`src/rtl/mem_line_ctrl.sv`:
```
// mem_line_ctrl: initiator for the 128-bit line memory protocol.
// Each accepted request runs an optional dirty-line writeback and then an
// optional refill. It finishes with a one-cycle completion pulse that carries
// the refill line and a timeout flag. Every output comes straight from a flop.
//
// Timing: when a request is accepted, the address (and write data) flops load
// on that edge. The strobe rises one cycle later, so the slow memory always
// sees a stable address for a full cycle before the strobe. Between a
// writeback and its refill, WB_GAP loads the refill address and raises
// mem_read on its exit edge. This leaves exactly one strobe-low cycle
// between the two transactions.
module mem_line_ctrl #(
  parameter int TIMEOUT = 1024,
  parameter int CNT_W   = 16
) (
  input  logic             clk,
  input  logic             rst_n,
  input  logic             req_valid,
  output logic             req_ready,
  input  logic             req_wb,
  input  logic [27:0]      req_wb_addr,
  input  logic [127:0]     req_wb_data,
  input  logic             req_rd,
  input  logic [27:0]      req_rd_addr,
  output logic             resp_valid,
  output logic [127:0]     resp_rdata,
  output logic             resp_err,
  output logic             mem_read,
  output logic             mem_write,
  output logic [27:0]      mem_addr,
  output logic [127:0]     mem_wdata,
  input  logic [127:0]     mem_rdata,
  input  logic             mem_ready,
  output logic [CNT_W-1:0] stall_cnt
);

  localparam int WAIT_W = (TIMEOUT > 1) ? $clog2(TIMEOUT) : 1;
  localparam logic [WAIT_W-1:0] WAIT_LAST = WAIT_W'(TIMEOUT - 1);

  typedef enum logic [2:0] {
    S_IDLE   = 3'd0,
    S_WB     = 3'd1,
    S_WB_GAP = 3'd2,
    S_RD     = 3'd3,
    S_DONE   = 3'd4
  } state_t;

  state_t             state_q;
  logic               req_ready_q;
  logic               resp_valid_q;
  logic [127:0]       resp_rdata_q;
  logic               resp_err_q;
  logic               mem_read_q;
  logic               mem_write_q;
  logic [27:0]        mem_addr_q;
  logic [127:0]       mem_wdata_q;
  logic               rd_pend_q;
  logic [27:0]        rd_addr_q;
  logic [WAIT_W-1:0]  wait_q;
  logic [CNT_W-1:0]   stall_q;

  // Request sequencing: capture, writeback, gap, refill, completion pulse.
  always_ff @(posedge clk or negedge rst_n) begin
    if (!rst_n) begin
      state_q      <= S_IDLE;
      req_ready_q  <= 1'b1;
      resp_valid_q <= 1'b0;
      resp_rdata_q <= '0;
      resp_err_q   <= 1'b0;
      mem_read_q   <= 1'b0;
      mem_write_q  <= 1'b0;
      mem_addr_q   <= '0;
      mem_wdata_q  <= '0;
      rd_pend_q    <= 1'b0;
      rd_addr_q    <= '0;
      wait_q       <= '0;
    end else begin
      resp_valid_q <= 1'b0;
      case (state_q)
        S_IDLE: begin
          if (req_valid) begin
            req_ready_q <= 1'b0;
            rd_pend_q   <= req_rd;
            rd_addr_q   <= req_rd_addr;
            wait_q      <= '0;
            if (req_wb) begin
              state_q     <= S_WB;
              mem_addr_q  <= req_wb_addr;
              mem_wdata_q <= req_wb_data;
            end else if (req_rd) begin
              state_q    <= S_RD;
              mem_addr_q <= req_rd_addr;
            end else begin
              state_q      <= S_DONE;
              resp_valid_q <= 1'b1;
            end
          end
        end
        S_WB: begin
          if (!mem_write_q) begin
            mem_write_q <= 1'b1;
            wait_q      <= '0;
          end else if (mem_ready) begin
            mem_write_q <= 1'b0;
            if (rd_pend_q) begin
              state_q    <= S_WB_GAP;
              mem_addr_q <= rd_addr_q;
            end else begin
              state_q      <= S_DONE;
              resp_valid_q <= 1'b1;
            end
          end else if (wait_q == WAIT_LAST) begin
            // Timeout: abandon the writeback and any pending refill.
            mem_write_q  <= 1'b0;
            state_q      <= S_DONE;
            resp_valid_q <= 1'b1;
            resp_err_q   <= 1'b1;
            resp_rdata_q <= '0;
          end else begin
            wait_q <= wait_q + 1'b1;
          end
        end
        S_WB_GAP: begin
          state_q    <= S_RD;
          mem_read_q <= 1'b1;
          wait_q     <= '0;
        end
        S_RD: begin
          if (!mem_read_q) begin
            mem_read_q <= 1'b1;
            wait_q     <= '0;
          end else if (mem_ready) begin
            mem_read_q   <= 1'b0;
            resp_rdata_q <= mem_rdata;
            state_q      <= S_DONE;
            resp_valid_q <= 1'b1;
          end else if (wait_q == WAIT_LAST) begin
            mem_read_q   <= 1'b0;
            state_q      <= S_DONE;
            resp_valid_q <= 1'b1;
            resp_err_q   <= 1'b1;
            resp_rdata_q <= '0;
          end else begin
            wait_q <= wait_q + 1'b1;
          end
        end
        S_DONE: begin
          state_q     <= S_IDLE;
          req_ready_q <= 1'b1;
          resp_err_q  <= 1'b0;
        end
        default: begin
          state_q     <= S_IDLE;
          req_ready_q <= 1'b1;
          mem_read_q  <= 1'b0;
          mem_write_q <= 1'b0;
        end
      endcase
    end
  end

  // Saturating count of cycles spent outside IDLE.
  always_ff @(posedge clk or negedge rst_n) begin
    if (!rst_n) begin
      stall_q <= '0;
    end else if (state_q != S_IDLE && !(&stall_q)) begin
      stall_q <= stall_q + 1'b1;
    end
  end

  assign req_ready  = req_ready_q;
  assign resp_valid = resp_valid_q;
  assign resp_rdata = resp_rdata_q;
  assign resp_err   = resp_err_q;
  assign mem_read   = mem_read_q;
  assign mem_write  = mem_write_q;
  assign mem_addr   = mem_addr_q;
  assign mem_wdata  = mem_wdata_q;
  assign stall_cnt  = stall_q;

endmodule

```
`config.mk`:
```
export PLATFORM = sky130hd
export DESIGN_NAME = mem_line_ctrl
export DESIGN_NICKNAME = d
export VERILOG_FILES = /design/src/rtl/mem_line_ctrl.sv
export SDC_FILE = /design/constraint.sdc
export NUM_CORES = 1
export LEC_CHECK = 0
export CORE_AREA = 2 2 240 242
export DETAILED_ROUTE_END_ITERATION = 16
export DIE_AREA = 0 0 242 244
export DONT_BUFFER_PORTS = 1
export HOLD_SLACK_MARGIN = 0.05
export PLACE_DENSITY_LB_ADDON = 0.12
export SYNTH_ARGS = -nofsm -noshare
export SYNTH_HDL_FRONTEND = slang
export SYNTH_SLANG_ARGS = --single-unit
```
`constraint.sdc`:
```
create_clock -name clk -period 2.8 [get_ports clk]
set_input_delay 0.7 -clock clk [delete_from_list [all_inputs] [get_ports clk]]
set_output_delay 0.7 -clock clk [all_outputs]
set_load 0.01 [all_outputs]
```
==> out/metrics.yaml, run 1 <==
sta:
  clock_skew_ns: 0.0173
  post-route-period-util: 0.855
  relSlewSlack: -0.316
  drv_slew: 161
  fin_hold_ws_ns: -0.143
  setup_violations: 0
  clock.fmax_ghz: 0.418
  final.setup.tns_ns: 0
  worst_pin_slew_ns: 1.97
  rsz0062_at_grt: "no"
  fin_crit_ns: 2.39
  hold_violations: 70
worst_setup_path:
  r2r_cells: 5
  cp_max_fo: 29
  slowest_stage: "dfrtp_1"
  rrSetupSlack_ns: 0.41
  crit_family: "compound AO/OA/AOI/OAI gates"
  crit_type: "flip-flop to flip-flop"
  path_buf_inv: 1
  r2r-start: "state_q[1]$_DFFE_PN0P_"
  required_ns: 3.28
  cp-end-kind: "flip-flop"
  slowest_delay_ns: 0.63
  cp.arrival_ns: 2.87
  worstPathCellList: "mux2i_1 -> nor4_2 -> a21oi_4 -> buf_4 -> a22o_1"
  r2r_end: "resp_rdata[122]$_DFFE_PN0P_"
  start_kind: "flip-flop"
place:
  gp_congestion: 0.798
  dp_hpwl_um: 30400
  dp_cells: 1753
  port_buffers: 0
clocking:
  clockRootBuffer: "clkbuf_16"
  clk_latency_ns: 0.55
  cts_htree_levels: 2
  cts_buffer_depth: 3
  path_clk_slew_ns: 0.06
  cts_setup_buffers: 0
  numCtsBuffers: 42
  clock_sinks: 347
  cts_tree: "yes"
global_route:
  gr-usage-all-layers: 0.144
  grt_max_degree: 348
  grt_pass1_vias: 8893
  grt.overflow.total: 0
  grt_pass1_wl_um: 64600
  antenna_found_initial: 6
floorplanning:
  dieHeight_um: 244
  die_x_um: 242
  initial_utilization: 0.254
  dieArea_um2: 59000
  io_pins: 623
  coreArea_um2: 56200
  num_rows: 87
finish:
  layout-drive-gt1-share: 0.197
  final.fill_count: 5782
  final_util: 0.291
  layoutNonFillerInstCount: 1829
  multiInputGateArea_um2: 5050
  syn_to_final_growth_pct: 14.7
  nets: 1361
  register_area_um2: 8680
min_path:
  hold_class: "input port to asynchronous set/reset pin"
logic_synthesis:
  synth_edf_count: 0
  yosys.area.top_type_share: 0.608
  synthesis.area_um2: 14200
  yosys_most_used_dff: "dfrtp_1"
  synthTopCellsByCount: "dfrtp_1, a22o_1, nand2_1"
  async_reset_ff_frac: 1.00
  avgSynthCellArea_um2: 13.5
  yosysMostFrequentCell: "dfrtp_1"
  synth_cells: 1055
  synth_warnings: 0
  yosysTopAreaCell: "dfrtp_1"
  ys_types: 53
  ys_ff_latch: 347
  synth_nets: 1375
  seq_area_frac_synth: 0.609
  yosys-top-cells-area: "dfrtp_1, mux2_4, a22o_1, nand2_1, mux2i_1"
run_status:
  violations: "negative hold slack, max-slew violations"
  outcome: "finished with violations"
route:
  firstDrtPassIters: 5
  ant_nets: 0
  viasPerCell: 4.70
  drc: 0
  wl_per_cell_um: 24.0
  vias: 8591
  first_iter_violations: 491
  wl_um: 43800
power:
  power.total_uw: 20300
  p_per_area_nw_per_um2: 1240
  peakVddDrop_mv: 0.534
  p_leak_uw: 0.00778
job:
  drv_cap: 0
-- how the worst max path moves through the flow --
stage                            from                           to  slack [ns]  cells past startpoint
2_1_floorplan               mem_ready  resp_rdata[100]$_DFFE_PN0P_        0.84                      6
3_3_place_gp   state_q[1]$_DFFE_PN0P_   resp_rdata[33]$_DFFE_PN0P_        0.47                      5
3_5_place_dp   state_q[1]$_DFFE_PN0P_   resp_rdata[68]$_DFFE_PN0P_        0.46                      5
4_1_cts        state_q[1]$_DFFE_PN0P_   resp_rdata[92]$_DFFE_PN0P_        0.42                      5
5_1_grt        state_q[1]$_DFFE_PN0P_   resp_rdata[54]$_DFFE_PN0P_        0.23                      5
6_report       state_q[1]$_DFFE_PN0P_  resp_rdata[122]$_DFFE_PN0P_        0.41                      5
-- where the power goes --
part | switching (uW) | total, uW | internal, uW
clock | 2150 | 5430 | 3280
combinational | 1860 | 4420 | 2560
sequential | 3120 | 10400 | 7300
-- final cells by class --
| class | instances | area share |
|---|---|---|
| diodes | 1 | 0.000153 |
| clock buffers | 65 | 0.0772 |
| clock inverters | 10 | 0.00674 |
| inverters | 33 | 0.00758 |
| multi-input cells | 605 | 0.309 |
| flip-flops and latches | 347 | 0.531 |
| well taps | 756 | 0.0579 |
| repair buffers | 12 | 0.0101 |
-- routing by layer --
layer  track usage  wire length (um)  part of all wire
met1         0.165             16600              0.38
met2         0.240             21500              0.49
met3        0.0702              4860              0.11
met4        0.0327               732             0.017
met5             0                63            0.0014
-- cell families (layout without fill, tap and decap cells) --
logic type / count (synthesis) / after routing / share of synthesized area
xor+xnor: 12 / 12 / 0.00738
compound gates: 230 / 230 / 0.123
fa+ha+maj: 2 / 2 / 0.00176
flops: 347 / 347 / 0.609
buf+inv: 103 / 120 / 0.0391
simple gates: 200 / 200 / 0.0658
mux: 161 / 161 / 0.153
other cells: 0 / 1 / 0
-- metrics by stage --
step                      setup WS (ns)  area (um^2)
after detailed placement          0.461        15000
final                             0.407        16300
after global placement            0.475        15000
after CTS                         0.419        16300
after global routing              0.233        16300
after floorplan                   0.839        14200
-- layout by cell type (no fill, tap or decap), types with 19 or more instances in the layout --
| cell | netlist | final |
|---|---|---|
| mux2_2 | 19 | 19 |
| clkbuf_16 | 0 | 45 |
| nand2_1 | 128 | 128 |
| o21ai_0 | 35 | 35 |
| a22o_1 | 128 | 128 |
| mux2i_1 | 31 | 31 |
| o211ai_1 | 29 | 29 |
| mux2_4 | 110 | 110 |
| inv_1 | 33 | 33 |
| dfrtp_1 | 346 | 346 |
-- repair_timing --
item | CTS | global route
gates resized for setup | 0 | 0
endpoints found under the hold margin | 347 | 347
endpoints found under the setup margin | 0 | 0
-- sequential cells by signal, indices dropped and copies added, names as in the netlist, 3 cells and up --
register and count:
mem_addr 28, mem_wdata 128, rd_addr_q 28, resp_rdata 128, stall_cnt 16, state_q 3, wait_q 10
(Power assumes the default switching activity.)
==> run 2: changes to the inputs <==
Clock period 2.8 ns to 3 ns, I/O delays scaled along.
==> run 2 against run 1 <==
  * The flow still finishes with violations (negative hold slack, max-slew violations)
  * Worst hold slack improved by 0.035 ns
  * Clock skew increased by 0.0014 ns
  * Fmax decreased by 2.4%
  * Sequential power fell by 6%
  * Clock-buffer cell count rose by 1
  * Die area stayed put
  * Cell count rose by 0.27%
  * Routed wire length up 1.0%
  * Critical path type unchanged
  * Critical endpoint is now resp_rdata[54]$_DFFE_PN0P_
  * Largest cell class unchanged
==> out/metrics.yaml, run 2 (same netlist as run 1, synthesis figures left out) <==
run_status:
  outcome: "finished with violations"
  violations: "negative hold slack, max-slew violations"
worst_setup_path:
  cp-end-kind: "flip-flop"
  cp_max_fo: 63
  crit_type: "flip-flop to flip-flop"
  required_ns: 3.48
  cp.arrival_ns: 2.93
  start_kind: "flip-flop"
finish:
  final_common_cell: "dfrtp_1"
  final_cell_mix: "dfrtp_1, nand2_1, a22o_1"
  layout-drive-gt1-share: 0.205
  syn_to_final_growth_pct: 15.4
  nets: 1363
route:
  drc: 0
  wl_per_cell_um: 24.1
  ant_nets: 0
  wl_um: 44200
  viasPerCell: 4.66
  firstDrtPassIters: 4
  vias: 8552
  first_iter_violations: 481
floorplanning:
  die_x_um: 242
  dieHeight_um: 244
  io_pins: 623
  initial_utilization: 0.254
  num_rows: 87
  dieArea_um2: 59000
  coreArea_um2: 56200
sta:
  final.setup.tns_ns: 0
  setup_violations: 0
  relSlewSlack: -0.342
  clock_skew_ns: 0.0186
  drv_slew: 157
  fin_crit_ns: 2.45
  fin_hold_ws_ns: -0.108
  hold_violations: 33
  post-route-period-util: 0.817
  clock.fmax_ghz: 0.408
  rsz0062_at_grt: "no"
  worst_pin_slew_ns: 2.01
clocking:
  clk_latency_ns: 0.56
  clockRootBuffer: "clkbuf_16"
  cts_htree_levels: 2
  numCtsBuffers: 44
  ctsResizeCount: 0
  clock_sinks: 347
  cts_tree: "yes"
  cts_buffer_depth: 3
  path_clk_slew_ns: 0.06
  cts_setup_buffers: 0
global_route:
  grt_pass1_vias: 8953
  grt_pass1_wl_um: 64900
  grt_max_degree: 348
  gr-usage-all-layers: 0.144
  antenna_found_initial: 8
  grt.overflow.total: 0
place:
  port_buffers: 0
  gp_congestion: 0.785
  dp_hpwl_um: 30600
job:
  drv_cap: 0
power:
  peakVddDrop_mv: 0.417
  power.total_uw: 19200
  p_per_area_nw_per_um2: 1170
  p_leak_uw: 0.00783
min_path:
  hold_class: "input port to asynchronous set/reset pin"
run 2: area by class of cell:
type	instances	area, um^2
fillers	5771	39700
flip-flops and latches	347	8680
multi-input cells	605	5050
clock buffers	66	1340
well taps	756	946
repair buffers	12	165
clock inverters	13	133
inverters	33	124
diodes	2	5.00
run 2: power breakdown:
group	total [uW]	internal [uW]	switching (uW)
clock network	5330	3240	2090
logic	4140	2390	1740
registers	9740	6810	2930
total	19200	12400	6760
run 2: through the flow:
step	area [um^2]	std cells	worst slack [ns]	util	hold WS, ns
2_1_floorplan	14200	1055	0.989	-	0.446
3_5_place_dp	15000	1753	0.531	0.267	0.462
5_1_grt	16400	1834	0.365	0.293	-0.155
3_3_place_gp	15000	1753	0.594	0.267	0.459
4_1_cts	16400	1832	0.506	0.293	-0.154
6_report	16400	1834	0.549	0.293	-0.108
run 2: path summary, 6_finish.rpt:
check,from,to,slack (ns),cells past startpoint
min in group clk,req_rd_addr[5],rd_addr_q[5]$_DFFE_PN0P_,0.29,2
hold reg to reg,rd_addr_q[15]$_DFFE_PN0P_,rd_addr_q[15]$_DFFE_PN0P_,0.47,2
hold / removal,rst_n,rd_addr_q[2]$_DFFE_PN0P_,-0.11,0
setup / recovery,state_q[1]$_DFFE_PN0P_,resp_rdata[54]$_DFFE_PN0P_,0.55,5
max in group asynchronous,rst_n,wait_q[5]$_DFFE_PN0P_,1.50,0
setup reg to reg,state_q[1]$_DFFE_PN0P_,resp_rdata[54]$_DFFE_PN0P_,0.55,5
run 2: layer usage:
metal  global-route usage  share of wire  vias to the layer above
li1                     -              -                     3772
met1                0.166           0.38                     4277
met2                0.232           0.48                      416
met3               0.0737           0.11                       77
met4               0.0470          0.028                       10
met5                    0         0.0016                        -
run 2: critical path: stages (launching register included):
cell and delay, ns:
dfrtp_1 0.62, mux2i_1 0.46, nor4_2 0.14, a21oi_4 0.55
buf_12 0.32, a22o_1 0.20
